$ cat config.mk
export PLATFORM = sky130hd
export DESIGN_NAME = rw_reg
export DESIGN_NICKNAME = d
export VERILOG_FILES = /design/src/rtl/rw_reg.sv
export SDC_FILE = /design/constraint.sdc
export NUM_CORES = 1
export LEC_CHECK = 0
export ABC_CLOCK_PERIOD_IN_PS = 5460
export CORE_MARGIN = 5
export CORE_UTILIZATION = 35
export CTS_BUF_LIST = sky130_fd_sc_hd__clkbuf_4 sky130_fd_sc_hd__clkbuf_8
export CTS_CLUSTER_SIZE = 24
export DETAILED_ROUTE_END_ITERATION = 16
export SYNTH_ARGS = -nofsm -noshare
export SYNTH_HDL_FRONTEND = slang
export SYNTH_SLANG_ARGS = --single-unit
$ cat constraint.sdc
create_clock -name clk -period 5.46 [get_ports clk]
set_input_delay 1.365 -clock clk [delete_from_list [all_inputs] [get_ports clk]]
set_output_delay 1.365 -clock clk [all_outputs]
set_load 0.05 [all_outputs]
$ cat src/rtl/rw_reg.sv
// rw_reg: 16-entry single-port register file with a registered read port.
// Optional feature macro: RW_REG_WRITE_THROUGH_EN (write cycles also update read with w2).
module rw_reg #(
  parameter int unsigned WIDTH  = 16,
  parameter int unsigned DEPTH  = 16,
  parameter int unsigned ADDR_W = 4
) (
  input  logic             clk,
  input  logic             rst,
  input  logic             rw,
  input  logic [WIDTH-1:0] w1,
  input  logic [WIDTH-1:0] w2,
  output logic [WIDTH-1:0] read
);

  logic [WIDTH-1:0]  mem_q [DEPTH];
  logic [WIDTH-1:0]  read_q;
  logic [WIDTH-1:0]  read_d;
  logic [ADDR_W-1:0] addr_c;
  logic              in_range_c;

  // Full-width compare so any set upper address bit counts as out of range.
  always_comb begin
    addr_c     = w1[ADDR_W-1:0];
    in_range_c = (w1 < WIDTH'(DEPTH));
    read_d     = read_q;
    if (rw) begin
`ifdef RW_REG_WRITE_THROUGH_EN
      read_d = in_range_c ? w2 : '0;
`else
      read_d = read_q;
`endif
    end else begin
      read_d = in_range_c ? mem_q[addr_c] : '0;
    end
  end

  always_ff @(posedge clk) begin
    if (rst) begin
      for (int unsigned i = 0; i < DEPTH; i++) begin
        mem_q[i] <= '0;
      end
      read_q <= '0;
    end else begin
      read_q <= read_d;
      if (rw && in_range_c) begin
        mem_q[addr_c] <= w2;
      end
    end
  end

  assign read = read_q;

endmodule

==> results of run 1 <==
==> critical path: cells and delay by family <==
family	cells	cell delay, ns
buffers and inverters	2	0.66
and+or+nand+nor	4	1.71
==> final cells by class <==
type	count	share of cell area
Sequential cell	272	0.570
Multi-Input combinational cell	435	0.282
Clock buffer	62	0.0545
Timing Repair Buffer	72	0.0467
Tap cell	455	0.0405
Clock inverter	13	0.00570
Antenna cell	1	0.000178
==> kinds of logic (layout without fill, tap and decap cells) <==
group	Yosys count	after routing	share of synthesized area
AOI/OAI and AO/OA	32	32	0.0164
buffers and inverters	59	147	0.0197
DFF	272	272	0.656
muxes	96	96	0.146
other	0	1	0
and+or+nand+nor	307	307	0.162
==> state kept, by name (all words and copies together), names as in the netlist <==
name   cells
read      16
mem_q    256
==> where the power goes <==
part / total (mW) / switching, mW / leakage [nW] / internal, mW
logic: 0.309 / 0.182 / 1.77 / 0.128
registers: 2.40 / 0.0280 / 2.56 / 2.37
clock network: 1.72 / 0.775 / 0.452 / 0.944
total: 4.43 / 0.985 / 4.78 / 3.44
==> synth_stat cells (2+ instances only) <==
master,n
nand2b_1,4
and2_1,256
buf_2,9
nor3_1,6
mux4_2,64
o21ai_0,6
edfxtp_1,256
mux2_2,16
or2_2,18
o21ai_1,10
dfxtp_1,16
a22oi_1,16
buf_1,3
nand2_1,2
clkbuf_1,46
nand4_1,2
nor4_2,9
mux2i_1,16
nor2_1,4
==> through the flow <==
stage | setup WS, ns | std cells | hold slack [ns] | cell area, um^2 | power (mW)
floorplan | 2.29 | 766 | 0.689 | 12200 | 2.61
CTS | 1.92 | 1309 | 0.513 | 14000 | 4.47
finish | 1.89 | 1310 | 0.503 | 14000 | 4.43
global placement | 1.37 | 1234 | 0.484 | 13200 | 2.75
global route | 1.75 | 1309 | 0.534 | 14000 | 4.58
detailed placement | 1.36 | 1234 | 0.499 | 13200 | 2.76
==> worst max-delay path by stage <==
stage                       from                         end  cells past startpoint
after global placement    w1[15]  mem_q[2][10]$_SDFFCE_PN0P_                      6
final                     w1[12]  mem_q[12][7]$_SDFFCE_PN0P_                      6
after CTS                 w1[15]  mem_q[12][2]$_SDFFCE_PN0P_                      6
after floorplan            w1[1]   mem_q[0][0]$_SDFFCE_PN0P_                      5
after detailed placement  w1[15]  mem_q[12][8]$_SDFFCE_PN0P_                      6
after global routing      w1[15]   mem_q[2][7]$_SDFFCE_PN0P_                      6
==> routing by layer <==
layer | routed length (um) | part of all wire
met5 | 0 | 0
met4 | 547 | 0.018
met3 | 1690 | 0.056
met2 | 13100 | 0.44
met1 | 14700 | 0.49
==> flow_summary.json, run 1 <==
{
  "synth.avg_cell_area_um2": 15.9,
  "worstHoldPathType": "flop to flop",
  "cts_buffer_depth": 3,
  "p_per_area_mw_per_mm2": 315,
  "clock_latency_ns": 0.54,
  "relSlewSlack": 0.401,
  "vias_per_cell": 5.02,
  "p_leak_nw": 4.78,
  "numPortBuffers": 50,
  "met3_usage": 0.0328,
  "setup_viol": 0,
  "critPathMaxStageDelay_ns": 0.50,
  "criticalPathCategory": "primary input to flop",
  "reg2reg_from": "mem_q[11][9]$_SDFFCE_PN0P_",
  "grt_pass1_vias": 6754,
  "min_period_ns": 3.57,
  "grt.busiest_layer": "met1",
  "hold-path-cell-count": 2,
  "place_congestion": 0.795,
  "crit_arrival_ns": 3.76,
  "netlist_area_mm2": 0.0122,
  "synthArstFlopShare": 0,
  "clk_pin_slew_ns": 0.06,
  "final_cell_mix": "and2_1 (256), edfxtp_1 (256), mux4_2 (64), clkbuf_8 (48), clkdlybuf4s50_1 (47)",
  "synth_top_flop_cell": "edfxtp_1",
  "drc": 0,
  "use_met2": 0.232,
  "chipHeight_um": 197,
  "tns_ns": 0,
  "synth_area_leaders": "edfxtp_1 (63%), and2_1 (13%), mux4_2 (12%), dfxtp_1 (2.6%), mux2_2 (1.5%)",
  "ys_types": 26,
  "fill_cells": 3138,
  "outcome": "complete, no violations",
  "cts_tree": "built",
  "cts_root_buf": "clkbuf_8",
  "worstReg2RegEnd": "read[9]$_SDFFE_PP0N_",
  "seq_area_frac_synth": 0.656,
  "maxSlewViolCount": 0,
  "min_from": "read[13]$_SDFFE_PP0N_",
  "synth_area_leader_cell": "edfxtp_1",
  "worstPathRequired_ns": 5.65,
  "cts_buffers": 43,
  "postCtsSetupRepairBufs": 0,
  "cts_max_level": 2,
  "crit_chain": "clkdlybuf4s50_1 -> nor4_2 -> nand4_1 -> nor3_2 -> buf_4 -> or2_2",
  "worstMarginPinSlew_ns": 0.898,
  "floorplan.die_area_mm2": 0.0387,
  "place_hpwl_um": 19000,
  "drv_cap": 0,
  "start_util": 0.354,
  "drive_gt1_frac": 0.238,
  "ys_warn_count": 0,
  "r2r_slack_ns": 3.81,
  "cts.sinks": 272,
  "synthDominantCellAreaShare": 0.630,
  "drt_iter0_markers": 541,
  "grt_pass1_wl_um": 44800,
  "rows": 68,
  "drt_pass1_iterations": 4,
  "ant_nets": 0,
  "grt_antenna_before_repair": 0,
  "die_w_um": 197,
  "postRouteWirelength_um": 30100,
  "cp_slowest_cell": "nand4_1",
  "hold_viol": 0,
  "end_kind": "flop",
  "synth_enable_flop_cells": 256,
  "use_met1": 0.236,
  "rsz0062_at_grt": "no",
  "max_freq_ghz": 0.280,
  "crit_fanout": 17,
  "fin_crit_sh": 0.653,
  "final_util": 0.408,
  "start_kind": "primary input",
  "ctsHoldBuffers": 0,
  "syn-instance-count": 766,
  "ys_ff_latch": 272,
  "io_pins": 51,
  "grt_overflow_total": 0,
  "multiInputGateArea_mm2": 0.00396,
  "skew_ns": 0.0211,
  "final_nets": 859,
  "routedWlPerCell_um": 22.9,
  "areaGrowthSynthToFinish_pct": 15.1,
  "r2r_cells": 4,
  "synth_nets": 801,
  "coreArea_mm2": 0.0345,
  "grt_usage": 0.155,
  "grt_max_degree": 57,
  "cts_resized": 0,
  "hold_end": "read[13]$_SDFFE_PP0N_",
  "seqCellArea_mm2": 0.00801,
  "num_vias": 6570,
  "peakVddDrop_uv": 125
}
Power figures use the tool's default switching activity.
==> inputs of run 2 (changes only) <==
ABC_CLOCK_PERIOD_IN_PS = 3600   (was 5460)
clock period = 3.6 ns   (was 5.46 ns; I/O delays follow)
==> run 2 against run 1 <==
  * Clock skew down 0.010 ns
  * Sequential power up 51%
  * Sequential share of layout area down 0.46 points
  * Register-to-register slack worse by 1.8 ns
  * Combinational power up 47%
  * Clock power up 56%
  * First-iteration DRC count down 25%
  * Total power up 53%
  * Non-clock buffer count up 5
  * Design area up 0.82%
  * Utilization up 0.33 points
==> flow_summary.json, run 2 (synthesized netlist as in run 1, its figures left out) <==
{
  "outcome": "complete, no violations",
  "cts_tree": "built",
  "cts_resized": 0,
  "drv_cap": 0,
  "clk_pin_slew_ns": 0.06,
  "largest_reg_flops": 256,
  "grt_antenna_before_repair": 0,
  "r2r_slack_ns": 2.02,
  "fin_hold_ws_ns": 0.503,
  "critPathMaxStageDelay_ns": 0.49,
  "hold_viol": 0,
  "path_buf_inv": 1,
  "tns_ns": 0,
  "drive_gt1_frac": 0.245,
  "maxSlewViolCount": 0,
  "setup_viol": 0,
  "drt_pass1_iterations": 5,
  "design_area_mm2": 0.0142,
  "p_leak_nw": 4.84,
  "chipHeight_um": 197,
  "placed_area_mm2": 0.0133,
  "ant_nets": 0,
  "min_period_ns": 2.84,
  "dpl.cell_count": 1239,
  "grt_usage": 0.153,
  "seqCellArea_mm2": 0.00801,
  "fin_crit_sh": 0.790,
  "cts.sinks": 272,
  "max_freq_ghz": 0.352,
  "relSlewSlack": 0.509,
  "crit_arrival_ns": 3.02,
  "areaGrowthSynthToFinish_pct": 16.0,
  "drt_iter0_markers": 408,
  "antenna_cells": 0,
  "die_w_um": 197,
  "startpoint": "w1[9]",
  "cts_root_buf": "clkbuf_8",
  "numPortBuffers": 50,
  "floorplan.die_area_mm2": 0.0387,
  "worst-path-stages": 5,
  "final_nets": 867,
  "place_congestion": 0.751,
  "r2r_cells": 4,
  "cts_buffers": 46,
  "criticalPathCategory": "primary input to flop",
  "postCtsSetupRepairBufs": 0,
  "ctsHoldBuffers": 0,
  "rsz0062_at_grt": "no",
  "instances_no_fill": 1323,
  "cts_buffer_depth": 3,
  "num_vias": 6554,
  "cts_max_level": 2,
  "fill_cells": 3121,
  "place_ws_ns": 0.183,
  "drc": 0,
  "start_util": 0.354,
  "worstHoldPathType": "flop to flop",
  "top_register": "mem_q",
  "final_cell_mix": "and2_1 (256), edfxtp_1 (256), mux4_2 (64), clkbuf_8 (48), clkdlybuf4s50_1 (47)",
  "multiInputGateArea_mm2": 0.00396,
  "p_per_area_mw_per_mm2": 478,
  "cp_common_cell": "nor4_2",
  "vias_per_cell": 4.95,
  "grt_pass1_wl_um": 44800,
  "cp_top_family": "simple AND/OR/NAND/NOR gates",
  "finalWorstSetupSlack_ns": 0.756,
  "grt_pass1_vias": 7019,
  "place_hpwl_um": 18400,
  "endpoint": "mem_q[5][5]$_SDFFCE_PN0P_",
  "coreArea_mm2": 0.0345,
  "io_pins": 51,
  "worstReg2RegEnd": "read[1]$_SDFFE_PP0N_",
  "end_kind": "flop",
  "postRouteWirelength_um": 29300,
  "crit_fanout": 16,
  "crit_chain": "clkdlybuf4s50_1 -> nor4_2 -> nand3_2 -> nor4_2 -> or2_2",
  "peakVddDrop_uv": 240,
  "grt_overflow_total": 0,
  "cp_slowest_cell": "nor4_2",
  "start_kind": "primary input",
  "skew_ns": 0.0111,
  "worstMarginPinSlew_ns": 0.734,
  "grt_max_degree": 33,
  "reg2reg_from": "mem_q[10][1]$_SDFFCE_PN0P_",
  "routedWlPerCell_um": 22.2,
  "clock_latency_ns": 0.54,
  "rows": 68,
  "worstPathRequired_ns": 3.77
}
## run 2: worst min path at each step
| stage | to | slack (ns) | start | cells after the start |
|---|---|---|---|---|
| 2_1_floorplan | read[0]$_SDFFE_PP0N_ | 0.69 | mem_q[12][0]$_SDFFCE_PN0P_ | 3 |
| 4_1_cts | read[0]$_SDFFE_PP0N_ | 0.51 | read[0]$_SDFFE_PP0N_ | 2 |
| 3_5_place_dp | read[0]$_SDFFE_PP0N_ | 0.50 | read[0]$_SDFFE_PP0N_ | 2 |
| 5_1_grt | read[0]$_SDFFE_PP0N_ | 0.55 | read[0]$_SDFFE_PP0N_ | 2 |
| 6_report | read[0]$_SDFFE_PP0N_ | 0.50 | read[0]$_SDFFE_PP0N_ | 2 |
| 3_3_place_gp | read[3]$_SDFFE_PP0N_ | 0.49 | read[3]$_SDFFE_PP0N_ | 2 |
## run 2: final cells by class
type                            count  share of cell area
Sequential cell                   272               0.566
Timing Repair Buffer               77              0.0516
Clock buffer                       62              0.0541
Multi-Input combinational cell    435               0.280
Tap cell                          455              0.0402
Clock inverter                     22             0.00866
## run 2: report_power, final
| group | internal, mW | switching [mW] |
|---|---|---|
| logic | 0.199 | 0.255 |
| clock network | 1.45 | 1.23 |
| registers | 3.60 | 0.0379 |
## run 2: worst register-to-register path, cell delays in order (launching register included)
cell	delay [ns]
edfxtp_1	0.38
mux4_2	0.50
mux2_2	0.32
a22oi_1	0.17
o21ai_1	0.09
## run 2: routing by layer
| layer | share of wire | GRT usage |
|---|---|---|
| met3 | 0.064 | 0.0313 |
| met1 | 0.44 | 0.213 |
| met2 | 0.48 | 0.251 |
| met5 | 0 | 0 |
| met4 | 0.014 | 0.0354 |
## run 2: through the flow
stage / power (mW) / util
floorplan: 3.96 / -
global placement: 4.16 / 0.385
detailed placement: 4.17 / 0.385
CTS: 6.86 / 0.411
global route: 7.03 / 0.411
finish: 6.77 / 0.411
==> inputs of run 3 (changes only) <==
ABC_CLOCK_PERIOD_IN_PS = 2500   (was 3600)
clock period = 2.5 ns   (was 3.6 ns; I/O delays follow)
==> run 3 against run 2 <==
  * Final cell count up 3.2%
  * Flip-flop and latch count is the same
  * Clock skew up 0.0096 ns
  * Routed wire length rose by 1.4%
  * Sequential share of layout area fell by 2.6 points
  * Critical path type is now flop to output port
  * Largest power group unchanged
==> flow_summary.json, run 3 (synthesized netlist as in run 1, its figures left out) <==
{
  "outcome": "complete, no violations",
  "cts_buffer_depth": 3,
  "crit_fanout": 2,
  "ant_nets": 0,
  "placed_area_mm2": 0.0139,
  "worstPathRequired_ns": 1.88,
  "power_mw": 10.1,
  "min_from": "read[2]$_SDFFE_PP0N_",
  "reg2reg_from": "mem_q[0][13]$_SDFFCE_PN0P_",
  "cp_slowest_cell": "clkdlybuf4s50_1",
  "drive_gt1_frac": 0.284,
  "postRouteWirelength_um": 29700,
  "cts_buffers": 44,
  "top_register": "mem_q",
  "hold_viol": 0,
  "r2r_cells": 4,
  "crit_chain": "clkdlybuf4s50_1",
  "maxSlewViolCount": 0,
  "cts_resized": 0,
  "cts.sinks": 272,
  "coreArea_mm2": 0.0345,
  "grt_overflow_total": 0,
  "cts_tree": "built",
  "min_period_ns": 2.42,
  "numPortBuffers": 50,
  "relSlewSlack": 0.536,
  "areaGrowthSynthToFinish_pct": 21.7,
  "grt_antenna_before_repair": 2,
  "io_pins": 51,
  "final_util": 0.431,
  "fin_crit_sh": 0.968,
  "largest_reg_flops": 256,
  "die_w_um": 197,
  "routedWlPerCell_um": 21.8,
  "final_nets": 912,
  "final_cell_mix": "and2_1 (256), edfxtp_1 (256), mux4_2 (64), clkbuf_8 (51), buf_4 (51)",
  "num_vias": 6694,
  "rsz0062_at_grt": "no",
  "grt_pass1_vias": 7116,
  "postCtsSetupRepairBufs": 0,
  "critPathMaxStageDelay_ns": 0.84,
  "p_leak_nw": 5.21,
  "place_hpwl_um": 19800,
  "finalWorstSetupSlack_ns": 0.0794,
  "end_kind": "output port",
  "max_freq_ghz": 0.413,
  "fill_cells": 3084,
  "instances_no_fill": 1365,
  "place_ws_ns": -0.198,
  "drc": 0,
  "fin_hold_ws_ns": 0.500,
  "clk_pin_slew_ns": 0.06,
  "worst-path-stages": 1,
  "seqCellArea_mm2": 0.00801,
  "design_area_mm2": 0.0148,
  "startpoint": "read[12]$_SDFFE_PP0N_",
  "setup_viol": 0,
  "clock_latency_ns": 0.54,
  "grt_usage": 0.154,
  "grt_pass1_wl_um": 45000,
  "cts_root_buf": "clkbuf_8",
  "tns_ns": 0,
  "place_congestion": 0.784,
  "criticalPathCategory": "flop to output port",
  "multiInputGateArea_mm2": 0.00396,
  "drt_iter0_markers": 459,
  "ctsHoldBuffers": 0,
  "floorplan.die_area_mm2": 0.0387,
  "cts_max_level": 2,
  "dpl.cell_count": 1286,
  "drv_cap": 0,
  "path_buf_inv": 1,
  "worstMarginPinSlew_ns": 0.697,
  "worstHoldPathType": "flop to flop",
  "crit_arrival_ns": 1.80,
  "hold-path-cell-count": 2,
  "rows": 68,
  "chipHeight_um": 197,
  "start_util": 0.354,
  "vias_per_cell": 4.90,
  "drt_pass1_iterations": 5,
  "p_per_area_mw_per_mm2": 680,
  "start_kind": "flop",
  "antenna_cells": 0,
  "grt_max_degree": 31,
  "peakVddDrop_uv": 295,
  "skew_ns": 0.0207,
  "cp_top_family": "buffers and inverters"
}
## run 3: changes by cell type in the layout (fill, tap and decap cells not counted), moves of 2 or more
cell / previous run / this run
clkinv_1: 12 / 9
clkinv_2: 8 / 2
buf_12: 3 / 25
clkbuf_8: 48 / 51
clkbuf_4: 14 / 12
buf_4: 26 / 51
bufinv_16: 1 / 3
## run 3: cell type report
type	instances	area share
Tap cell	455	0.0384
Timing Repair Buffer	124	0.0917
Clock inverter	16	0.0101
Clock buffer	63	0.0534
Sequential cell	272	0.539
Multi-Input combinational cell	435	0.267
## run 3: metal layers
| layer | global-route usage | vias up | share of wire |
|---|---|---|---|
| li1 | - | 3077 | - |
| met1 | 0.213 | 3379 | 0.45 |
| met2 | 0.252 | 198 | 0.48 |
| met3 | 0.0313 | 40 | 0.057 |
| met4 | 0.0365 | 0 | 0.016 |
| met5 | 0 | - | 0 |
## run 3: worst paths after layout
check | to | slack [ns]
max | read[12] | 0.08
min | read[2]$_SDFFE_PP0N_ | 0.50
max reg2reg | read[13]$_SDFFE_PP0N_ | 0.93
min reg2reg | read[2]$_SDFFE_PP0N_ | 0.50
## run 3: where the power goes
group / leakage, nW / switching (mW) / total [mW] / internal (mW)
logic: 2.16 / 0.385 / 0.759 / 0.374
clock network: 0.491 / 1.74 / 4.09 / 2.35
registers: 2.56 / 0.0647 / 5.24 / 5.18
